<file path="config.mk">
export PLATFORM = sky130hd
export DESIGN_NAME = mem_port_arbiter
export DESIGN_NICKNAME = d
export VERILOG_FILES = /design/src/rtl/mem_port_arbiter.sv
export SDC_FILE = /design/constraint.sdc
export NUM_CORES = 1
export LEC_CHECK = 0
export CORE_MARGIN = 4
export CORE_UTILIZATION = 45
export DETAILED_ROUTE_END_ITERATION = 10
export MAX_ROUTING_LAYER = met4
export PLACE_DENSITY_LB_ADDON = 0.08
export SYNTH_ARGS = -nofsm -noshare
export SYNTH_HDL_FRONTEND = slang
export SYNTH_SLANG_ARGS = --single-unit
</file>
<file path="constraint.sdc">
create_clock -name clk -period 13.9 [get_ports clk]
set_clock_uncertainty 0.15 [all_clocks]
set_input_delay 2.085 -clock clk [delete_from_list [all_inputs] [get_ports clk]]
set_output_delay 2.085 -clock clk [all_outputs]
set_load 0.02 [all_outputs]
</file>
<file path="src/rtl/mem_port_arbiter.sv">
// rtl/mem_port_arbiter.sv - shares one word-wide RAM port between fetch and data requesters
// Partial-word stores are turned into read-modify-write because the RAM writes whole words only.
module mem_port_arbiter #(
    parameter int ARB_MODE = 0
) (
    input  logic        clk,
    input  logic        reset,
    input  logic        i_req,
    input  logic [31:0] i_addr,
    output logic        i_ready,
    output logic [31:0] i_rdata,
    input  logic        d_req,
    input  logic        d_we,
    input  logic [31:0] d_addr,
    input  logic [31:0] d_wdata,
    input  logic [3:0]  d_byteen,
    output logic        d_ready,
    output logic [31:0] d_rdata,
    output logic [31:0] mem_addr,
    output logic        mem_read,
    output logic        mem_write,
    output logic [31:0] mem_writedata,
    input  logic [31:0] mem_readdata,
    input  logic        mem_waitrequest
);

    typedef enum logic [2:0] {
        IDLE,
        RD,
        WR,
        RMW_RD,
        RMW_WR,
        RESP
    } state_t;

    state_t      state;
    state_t      state_nxt;
    logic        grant_d;
    logic        last_d;
    logic        pick_d;
    logic [29:0] addr_q;
    logic [31:0] wdata_q;
    logic [3:0]  byteen_q;
    logic [31:0] merged;
    logic        unused_addr_bits;

    assign unused_addr_bits = ^{i_addr[1:0], d_addr[1:0]};

    // On a tie the data port wins outright in mode 1; otherwise whoever was not served last.
    always_comb begin
        pick_d = d_req;
        if (i_req && d_req) begin
            pick_d = (ARB_MODE != 0) ? 1'b1 : !last_d;
        end
    end

    always_comb begin
        merged = mem_readdata;
        for (int k = 0; k < 4; k++) begin
            if (byteen_q[k]) begin
                merged[8*k +: 8] = wdata_q[8*k +: 8];
            end
        end
    end

    always_ff @(posedge clk or posedge reset) begin
        if (reset) begin
            state <= IDLE;
        end else begin
            state <= state_nxt;
        end
    end

    always_comb begin
        state_nxt = state;
        case (state)
            IDLE: begin
                if (i_req || d_req) begin
                    if (!pick_d || !d_we) begin
                        state_nxt = RD;
                    end else if (d_byteen == 4'hF) begin
                        state_nxt = WR;
                    end else if (d_byteen == 4'h0) begin
                        state_nxt = RESP;
                    end else begin
                        state_nxt = RMW_RD;
                    end
                end
            end
            RD:      if (!mem_waitrequest) state_nxt = RESP;
            WR:      if (!mem_waitrequest) state_nxt = RESP;
            RMW_RD:  if (!mem_waitrequest) state_nxt = RMW_WR;
            RMW_WR:  if (!mem_waitrequest) state_nxt = RESP;
            RESP:    state_nxt = IDLE;
            default: state_nxt = IDLE;
        endcase
    end

    // The merged word overwrites wdata_q so both write states drive the RAM from one register.
    always_ff @(posedge clk or posedge reset) begin
        if (reset) begin
            grant_d  <= 1'b0;
            last_d   <= 1'b1;
            addr_q   <= '0;
            wdata_q  <= '0;
            byteen_q <= '0;
            i_rdata  <= '0;
            d_rdata  <= '0;
        end else begin
            case (state)
                IDLE: begin
                    if (i_req || d_req) begin
                        grant_d  <= pick_d;
                        addr_q   <= pick_d ? d_addr[31:2] : i_addr[31:2];
                        wdata_q  <= d_wdata;
                        byteen_q <= d_byteen;
                    end
                end
                RD: begin
                    if (!mem_waitrequest) begin
                        if (grant_d) begin
                            d_rdata <= mem_readdata;
                        end else begin
                            i_rdata <= mem_readdata;
                        end
                    end
                end
                RMW_RD: begin
                    if (!mem_waitrequest) begin
                        wdata_q <= merged;
                    end
                end
                RESP: begin
                    last_d <= grant_d;
                end
                default: begin
                end
            endcase
        end
    end

    assign mem_addr      = {addr_q, 2'b00};
    assign mem_read      = (state == RD) || (state == RMW_RD);
    assign mem_write     = (state == WR) || (state == RMW_WR);
    assign mem_writedata = mem_write ? wdata_q : 32'h0;
    assign i_ready       = (state == RESP) && !grant_d;
    assign d_ready       = (state == RESP) && grant_d;

endmodule

</file>
* Yosys cells after proc, flatten, opt, wreduce, memory -nomap -nowiden
Index checks and enable logic that the tools add are counted.
** Word-level totals
- Register bits :: 135
- Input port bits :: 138
- Word-level logic and storage cells :: 66
** Cells by class
- Equal/unequal tests :: 13
- Multiplexer cells :: 17
- Reductions and logical operators :: 23
- Bitwise gates (word level) :: 2
** Operators with widths (count)
- two-way mux 32 bit :: 3
- case mux 32 bit (2 select lines) :: 1
- two-way mux 8 bit :: 4
- two-way mux 30 bit :: 1
- two-way mux 3 bit :: 6
- AND reduction 4 bit :: 4
- != test 2 bit, second input constant :: 7
- case mux 3 bit (3 select lines) :: 1
- AND reduction 3 bit :: 3
- == test 3 x 2 -> 1 bit, second input constant :: 2
- == test 3 bit, second input constant :: 2
- == test 4 bit, second input constant :: 1
- zero test 1 bit :: 4
- zero test 4 bit :: 1
- logical OR 1 bit :: 4
- == test 3 x 1 -> 1 bit, second input constant :: 1
- logical AND 1 bit :: 3
- zero test 3 bit :: 1
- OR reduction 3 bit :: 1
- NOT 1 bit :: 2
- AND reduction 2 bit :: 1
- nonzero test 2 bit :: 1
- two-way mux 1 bit :: 1

* Logic depth before layout (Yosys ltp)
Gate-level depths: netlist of run 1.
- Depth in word-level cells :: 7
- Mapped depth :: 7
- Mapped depth without buffers :: 4

* Least setup slack after synthesis of run 1
Ideal clock, no wire load.
- Path kind :: register to output
- From :: register state[1]
- To :: output port mem_writedata[22]
- Data arrival time :: 1.466 ns
- Setup slack :: 10.199 ns
- Data required time :: 11.665 ns
- Stages on the path, launching flop included :: 6
- Path buffers :: 2
- Cell sequence :: dfrtp_1 -> buf_2 -> xnor2_1 -> nor2_1 -> clkbuf_1 -> and2_1
** Between the ends
- Longest elaborated chain between the ends :: 3
- Elaborated cells on any way between the ends :: 4
- Classes of those cells :: 2 x eq/ne; 1 x mux; 1 x reduce/logical
** Ends and longest elaborated chain
- from (decl) :: line 36 : state_t state;
- from (signal assigned) :: line 70 : state <= state_nxt;
- == test 3 x 2 -> 1 bit or == test 3 bit (tied branches) :: line 144 : assign mem_write = (state == WR) || (state == RMW_WR);
- logical OR 1 bit (*) :: line 144
- net mem_write :: line 21 : output logic mem_write,
- two-way mux 32 bit (*) :: line 145 : assign mem_writedata = mem_write ? wdata_q : 32'h0;
- to (decl) :: line 22 : output logic [31:0] mem_writedata,
Mark *: on every way through the listed nets, which the timed path passes. The rest lies on a longest branch.

* Worst setup path in the final report of run 1
- From :: register state[2]
- To :: output port mem_writedata[24]
** Between the ends
- Longest elaborated chain between the ends :: 3
- Elaborated cells on any way between the ends :: 4
- Classes of those cells :: 2 x eq/ne; 1 x mux; 1 x reduce/logical
** Ends and longest elaborated chain (line)
- == test 3 x 2 -> 1 bit or == test 3 bit (tied branches) :: 144
- logical OR 1 bit (*) :: 144
- two-way mux 32 bit (*) :: 145
Mark *: on every way between the ends. The rest lies on a longest branch, timed or not.

==> results.cfg, run 1 <==
[outcome]
status = finished, final reports clean

[critical_path]
cp.required_ns = 11.66
cp_max_fo = 33
critPathKind = reg2out
worstPathArrival_ns = 3.15
critPathMaxStageDelay_ns = 0.84
end_kind = output port
critPathTopFamily = simple AND/OR/NAND/NOR gates
cp_slowest_cell = dfrtp_1
path_buf_inv = 1
path_cells = xnor2_1 -> nor2_2 -> and2_1 -> clkdlybuf4s50_1
startpoint_type = flip-flop

[sta]
drv_slew = 0
maxClockFrequency_mhz = 185.7
worst_slew_pin_slew_ns = 1.090
finalCritPeriodShare_pct = 38.75
period_minus_slack_ns = 5.386
setup_ws_ns = 8.514
setup_viol = 0
rsz0062_at_grt = no
slew_headroom_pct = 27.18
hold_violations = 0
final.setup.tns_ns = 0

[routing]
drt_iter0_drc = 197
first_pass_iters = 4
drt_wl_total_um = 16830
via_count = 4724
wl_per_cell_um = 18.54
antenna_left = 0
route.detailed.drc = 0
viasPerCell = 5.203

[clocking]
htree_levels = 4
cts_setup_buffers = 0
cts_tree = done
root_buffer = clkbuf_16
ctsLongestPathBuffers = 2
clock_latency_ns = 0.41
holdBufCountCts = 0
clkSlewWorstSetupHoldPaths_ns = 0.06
cts.sinks = 135
post_cts_resized = 0
cts_inserted_buffers = 17

[floorplanning]
dieArea_mm2 = 0.01508
die_y_um = 122.8
fp-row-count = 41
die_w_um = 122.8
start_util_pct = 46.44
coreArea_mm2 = 0.01277
io_pins = 270

[yosys]
synth_cells = 473
ys_top_cells_by_count = dfrtp_1, mux2_2, nand2_1
synth-seq-cells = 135
yosysSeqAreaShare_pct = 56.97
avgSynthCellArea_um2 = 12.54
synth_top_flop_cell = dfrtp_1
async_reset_ff_share_pct = 100.0
synth_top_area_cell = dfrtp_1
syn_area_mm2 = 0.005932
synth_edf_count = 0
synth_top_area_share_pct = 56.53
synth_cell_types = 37
synth_area_leaders = dfrtp_1, mux2_2, mux2i_1, a2bb2oi_1, and2_1
yosys_warnings = 0
yosysMostFrequentCell = dfrtp_1

[pwr]
p_per_area_mw_per_mm2 = 245.2
ir_worst_vdd_uv = 114.2
leakagePower_nw = 3.845

[global_route]
grt_max_degree = 77
antenna_found_initial = 0
grt_usage_pct = 23.29
overflow = 0
first_global_vias = 4986
grt_pass1_wl_um = 25850

[placement]
gp_congestion = 0.7876
place_ws_ns = 8.933
hpwlAfterDp_um = 11980
port_buffers = 263

[finish]
syn_to_final_growth_pct = 56.04
diodes = 0
nets = 861
drive_gt1_share_pct = 15.76
final_core_util_pct = 72.47

[hold_path]
hold_class = reg2reg

[run]
max-cap-violations = 0
power breakdown:
part           total (W)  switching, W  leakage (nW)  internal [W]
combinational    0.00111      0.000536          1.94      0.000569
clock           0.000454      0.000160         0.303      0.000294
sequential      0.000710      0.000119          1.60      0.000591
state kept, by name, summed over array words and instances (netlist names):
register / count
byteen_q: 4
state: 3
wdata_q: 32
i_rdata: 32
d_rdata: 32
grant_d: 1
last_d: 1
addr_q: 30
tightest hold or removal path: cells and delay by family, from the launching register on:
| family | cells | cell delay, ns |
|---|---|---|
| AO/OA/AOI/OAI | 1 | 0.06 |
| flip-flops | 1 | 0.34 |
| AND/OR/NAND/NOR | 1 | 0.04 |
final timing paths:
path	startpoint	endpoint	slack, ns	cells past startpoint
worst max-delay path	state[2]$_DFFE_PP0P_	mem_writedata[24]	8.51	4
worst min register to register	addr_q[6]$_DFFE_PP0P_	addr_q[6]$_DFFE_PP0P_	0.33	2
worst min-delay path	addr_q[6]$_DFFE_PP0P_	addr_q[6]$_DFFE_PP0P_	0.33	2
max in group asynchronous	reset	wdata_q[25]$_DFFE_PP0P_	10.35	3
worst max register to register	state[2]$_DFFE_PP0P_	wdata_q[6]$_DFFE_PP0P_	11.18	4
min in group asynchronous	reset	i_rdata[26]$_DFFE_PP0P_	1.99	2
kinds of logic after synthesis:
logic type      synth area share [%]
flops                          56.97
compound gates                 13.06
mux                            18.16
simple gates                   8.058
other cells                  0.06322
buf+inv                        3.396
xor+xnor                      0.2954
stage by stage:
step / total power, W / instance area [µm²] / instances / hold WS (ns)
2_1_floorplan: 0.001312 / 5936 / 474 / 0.3415
4_1_cts: 0.002293 / 9256 / 908 / 0.3325
3_5_place_dp: 0.001829 / 8657 / 876 / 0.3202
3_3_place_gp: 0.001801 / 8657 / 876 / 0.3102
5_1_grt: 0.002395 / 9256 / 908 / 0.3482
6_report: 0.002270 / 9256 / 908 / 0.3271
cells in the final DEF (no fill, tap or decap), types with 3 or more instances in the layout:
| cell | Yosys | routed |
|---|---|---|
| buf_4 | 8 | 4 |
| clkbuf_8 | 0 | 3 |
| clkbuf_16 | 0 | 17 |
| bufinv_16 | 0 | 3 |
| a211oi_4 | 4 | 4 |
| a2bb2oi_1 | 32 | 32 |
| nand2_1 | 33 | 33 |
| and2_1 | 32 | 32 |
| mux2_2 | 68 | 68 |
| clkinv_2 | 0 | 7 |
| o22ai_1 | 32 | 32 |
| clkdlybuf4s50_1 | 0 | 263 |
| mux2i_1 | 30 | 30 |
| nor2_1 | 7 | 6 |
| dfrtp_1 | 134 | 134 |
| o21ai_0 | 31 | 30 |
| nand2b_1 | 5 | 5 |
layer usage:
metal / GRT usage [%] / vias to the layer above / part of all wire (%)
met5: - / - / 0
met4: 8.677 / 0 / 2.2
met3: 6.682 / 32 / 8.7
met2: 37.10 / 213 / 49
met1: 28.29 / 2269 / 40
li1: - / 2210 / -
cell type report:
cell class / count / area [µm²]
well taps: 172 / 215.2
flip-flops and latches: 135 / 3379
clock inverters: 10 / 125.1
repair buffers: 267 / 2663
inverters: 1 / 8.758
multi-input cells: 301 / 2391
clock buffers: 22 / 474.2
fillers: 895 / 3517
(Power assumes the default switching activity.)
==> run 2, diff against run 1 <==
--- a/config.mk
+++ b/config.mk
@@ -6,7 +6,7 @@
 export NUM_CORES = 1
 export LEC_CHECK = 0
 export CORE_MARGIN = 4
-export CORE_UTILIZATION = 45
+export CORE_UTILIZATION = 42
 export DETAILED_ROUTE_END_ITERATION = 10
 export MAX_ROUTING_LAYER = met4
 export PLACE_DENSITY_LB_ADDON = 0.08
==> constraint.sdc (replaced) <==
create_clock -name clk -period 5.5 [get_ports clk]
set_clock_uncertainty 0.15 [all_clocks]
set_input_delay 0.825 -clock clk [delete_from_list [all_inputs] [get_ports clk]]
set_output_delay 0.825 -clock clk [all_outputs]
set_load 0.02 [all_outputs]
==> results.cfg, run 2 (same netlist as run 1, synthesis figures left out) <==
[global_route]
grt_pass1_wl_um = 26940
grt_max_degree = 86
first_global_vias = 5039
grt_usage_pct = 21.92
overflow = 0
antenna_found_initial = 0

[floorplanning]
coreArea_mm2 = 0.01388
start_util_pct = 42.73
die_w_um = 126.8
die_y_um = 126.8
fp-row-count = 43
io_pins = 270
dieArea_mm2 = 0.01609

[clocking]
htree_levels = 4
cts_setup_buffers = 0
post_cts_resized = 0
ctsLongestPathBuffers = 2
cts_tree = done
holdBufCountCts = 0
clkSlewWorstSetupHoldPaths_ns = 0.06
root_buffer = clkbuf_16
cts_inserted_buffers = 17
clock_latency_ns = 0.41
cts.sinks = 135

[placement]
place_ws_ns = 1.851
port_buffers = 263
dp.cells = 884
hpwlAfterDp_um = 12200
gp_congestion = 0.7793

[finish]
final_common_cell = clkdlybuf4s50_1
drive_gt1_share_pct = 15.90
mostFrequentLayoutCells = clkdlybuf4s50_1, dfrtp_1, mux2_2
nets = 861
reg.largest.list = d_rdata (32), i_rdata (32), wdata_q (32)
syn_to_final_growth_pct = 56.42
final_core_util_pct = 66.85
multi_input_area_mm2 = 0.002391
nFillCells = 1075
diodes = 0
stdcell_count = 916
seqCellArea_mm2 = 0.003379

[sta]
worst_slew_pin_slew_ns = 1.098
setup_ws_ns = 1.431
hold_violations = 0
drv_slew = 0
period_minus_slack_ns = 4.069
timing.hold.ws_ns = 0.3265
slew_headroom_pct = 26.70
finalCritPeriodShare_pct = 73.98
maxClockFrequency_mhz = 245.8
setup_viol = 0
rsz0062_at_grt = no
final.setup.tns_ns = 0

[hold_path]
hold_class = reg2reg
hold_depth = 2
hold_end = addr_q[3]$_DFFE_PP0P_
hold_start = addr_q[3]$_DFFE_PP0P_

[critical_path]
path_cells = xnor2_1 -> nor2_2 -> and2_1 -> clkdlybuf4s50_1
worstPathArrival_ns = 3.09
rr_endpoint = wdata_q[28]$_DFFE_PP0P_
path_buf_inv = 1
cp_slowest_cell = nor2_2
critPathMaxStageDelay_ns = 0.85
end_kind = output port
critPathKind = reg2out
ff2ff_path_depth = 4
critPathTopFamily = simple AND/OR/NAND/NOR gates
startpoint_type = flip-flop
cp_max_fo = 33
r2r_start = state[2]$_DFFE_PP0P_
cp.required_ns = 4.53
r2r_slack_ns = 2.80

[routing]
first_pass_iters = 4
drt_iter0_drc = 195
via_count = 4655
drt_wl_total_um = 16870
viasPerCell = 5.082
wl_per_cell_um = 18.41
antenna_left = 0
route.detailed.drc = 0

[pwr]
leakagePower_nw = 3.841
p_per_area_mw_per_mm2 = 621.2
ir_worst_vdd_uv = 253.5

[run]
max-cap-violations = 0

[outcome]
status = finished, final reports clean
## run 2: cell count changes in the layout (fill, tap and decap cells not counted)
cell,change
clkinv_4,+2
clkbuf_1,-1
clkbuf_8,-3
clkinvlp_4,+2
clkinv_2,-1
bufinv_16,+1
## run 2: layout make-up
type / instances / area share [%]
tap: 180 / 2.427
timing repair buffer: 267 / 28.69
sequential: 135 / 36.42
multi-input combinational: 301 / 25.77
clock inverter: 14 / 1.969
inverter: 1 / 0.09439
clock buffer: 18 / 4.625
## run 2: worst reg2reg max path, cell delays in order (launching register included)
cell,delay (ns)
dfrtp_1,0.64
and3b_2,0.99
nand2b_1,0.44
o22ai_1,0.23
a2bb2oi_1,0.09
## run 2: how the worst max path moves through the flow
stage | end | start | cells past startpoint
2_1_floorplan | addr_q[0]$_DFFE_PP0P_ | reset | 1
3_3_place_gp | mem_writedata[16] | state[2]$_DFFE_PP0P_ | 4
3_5_place_dp | mem_writedata[3] | state[2]$_DFFE_PP0P_ | 4
4_1_cts | mem_writedata[3] | state[2]$_DFFE_PP0P_ | 4
5_1_grt | mem_writedata[0] | state[2]$_DFFE_PP0P_ | 4
6_report | mem_writedata[15] | state[2]$_DFFE_PP0P_ | 4
## run 2: metrics by stage
step / total power, W / instance area [µm²]
after floorplan: 0.003315 / 5936
final: 0.005764 / 9279
after global placement: 0.004558 / 8667
after CTS: 0.005827 / 9279
after global routing: 0.006078 / 9279
after detailed placement: 0.004632 / 8667
## run 2: power breakdown
part / switching [W] / internal (W)
combinational: 0.00135 / 0.00144
clock: 0.000420 / 0.000754
sequential: 0.000313 / 0.00149
## run 2: routing by layer
metal	up-vias	share of wire (%)	global-route usage, %
met5	-	0	-
met3	20	8.6	7.747
met2	188	49	34.74
met4	0	1.6	7.571
li1	2198	-	-
met1	2249	41	26.11
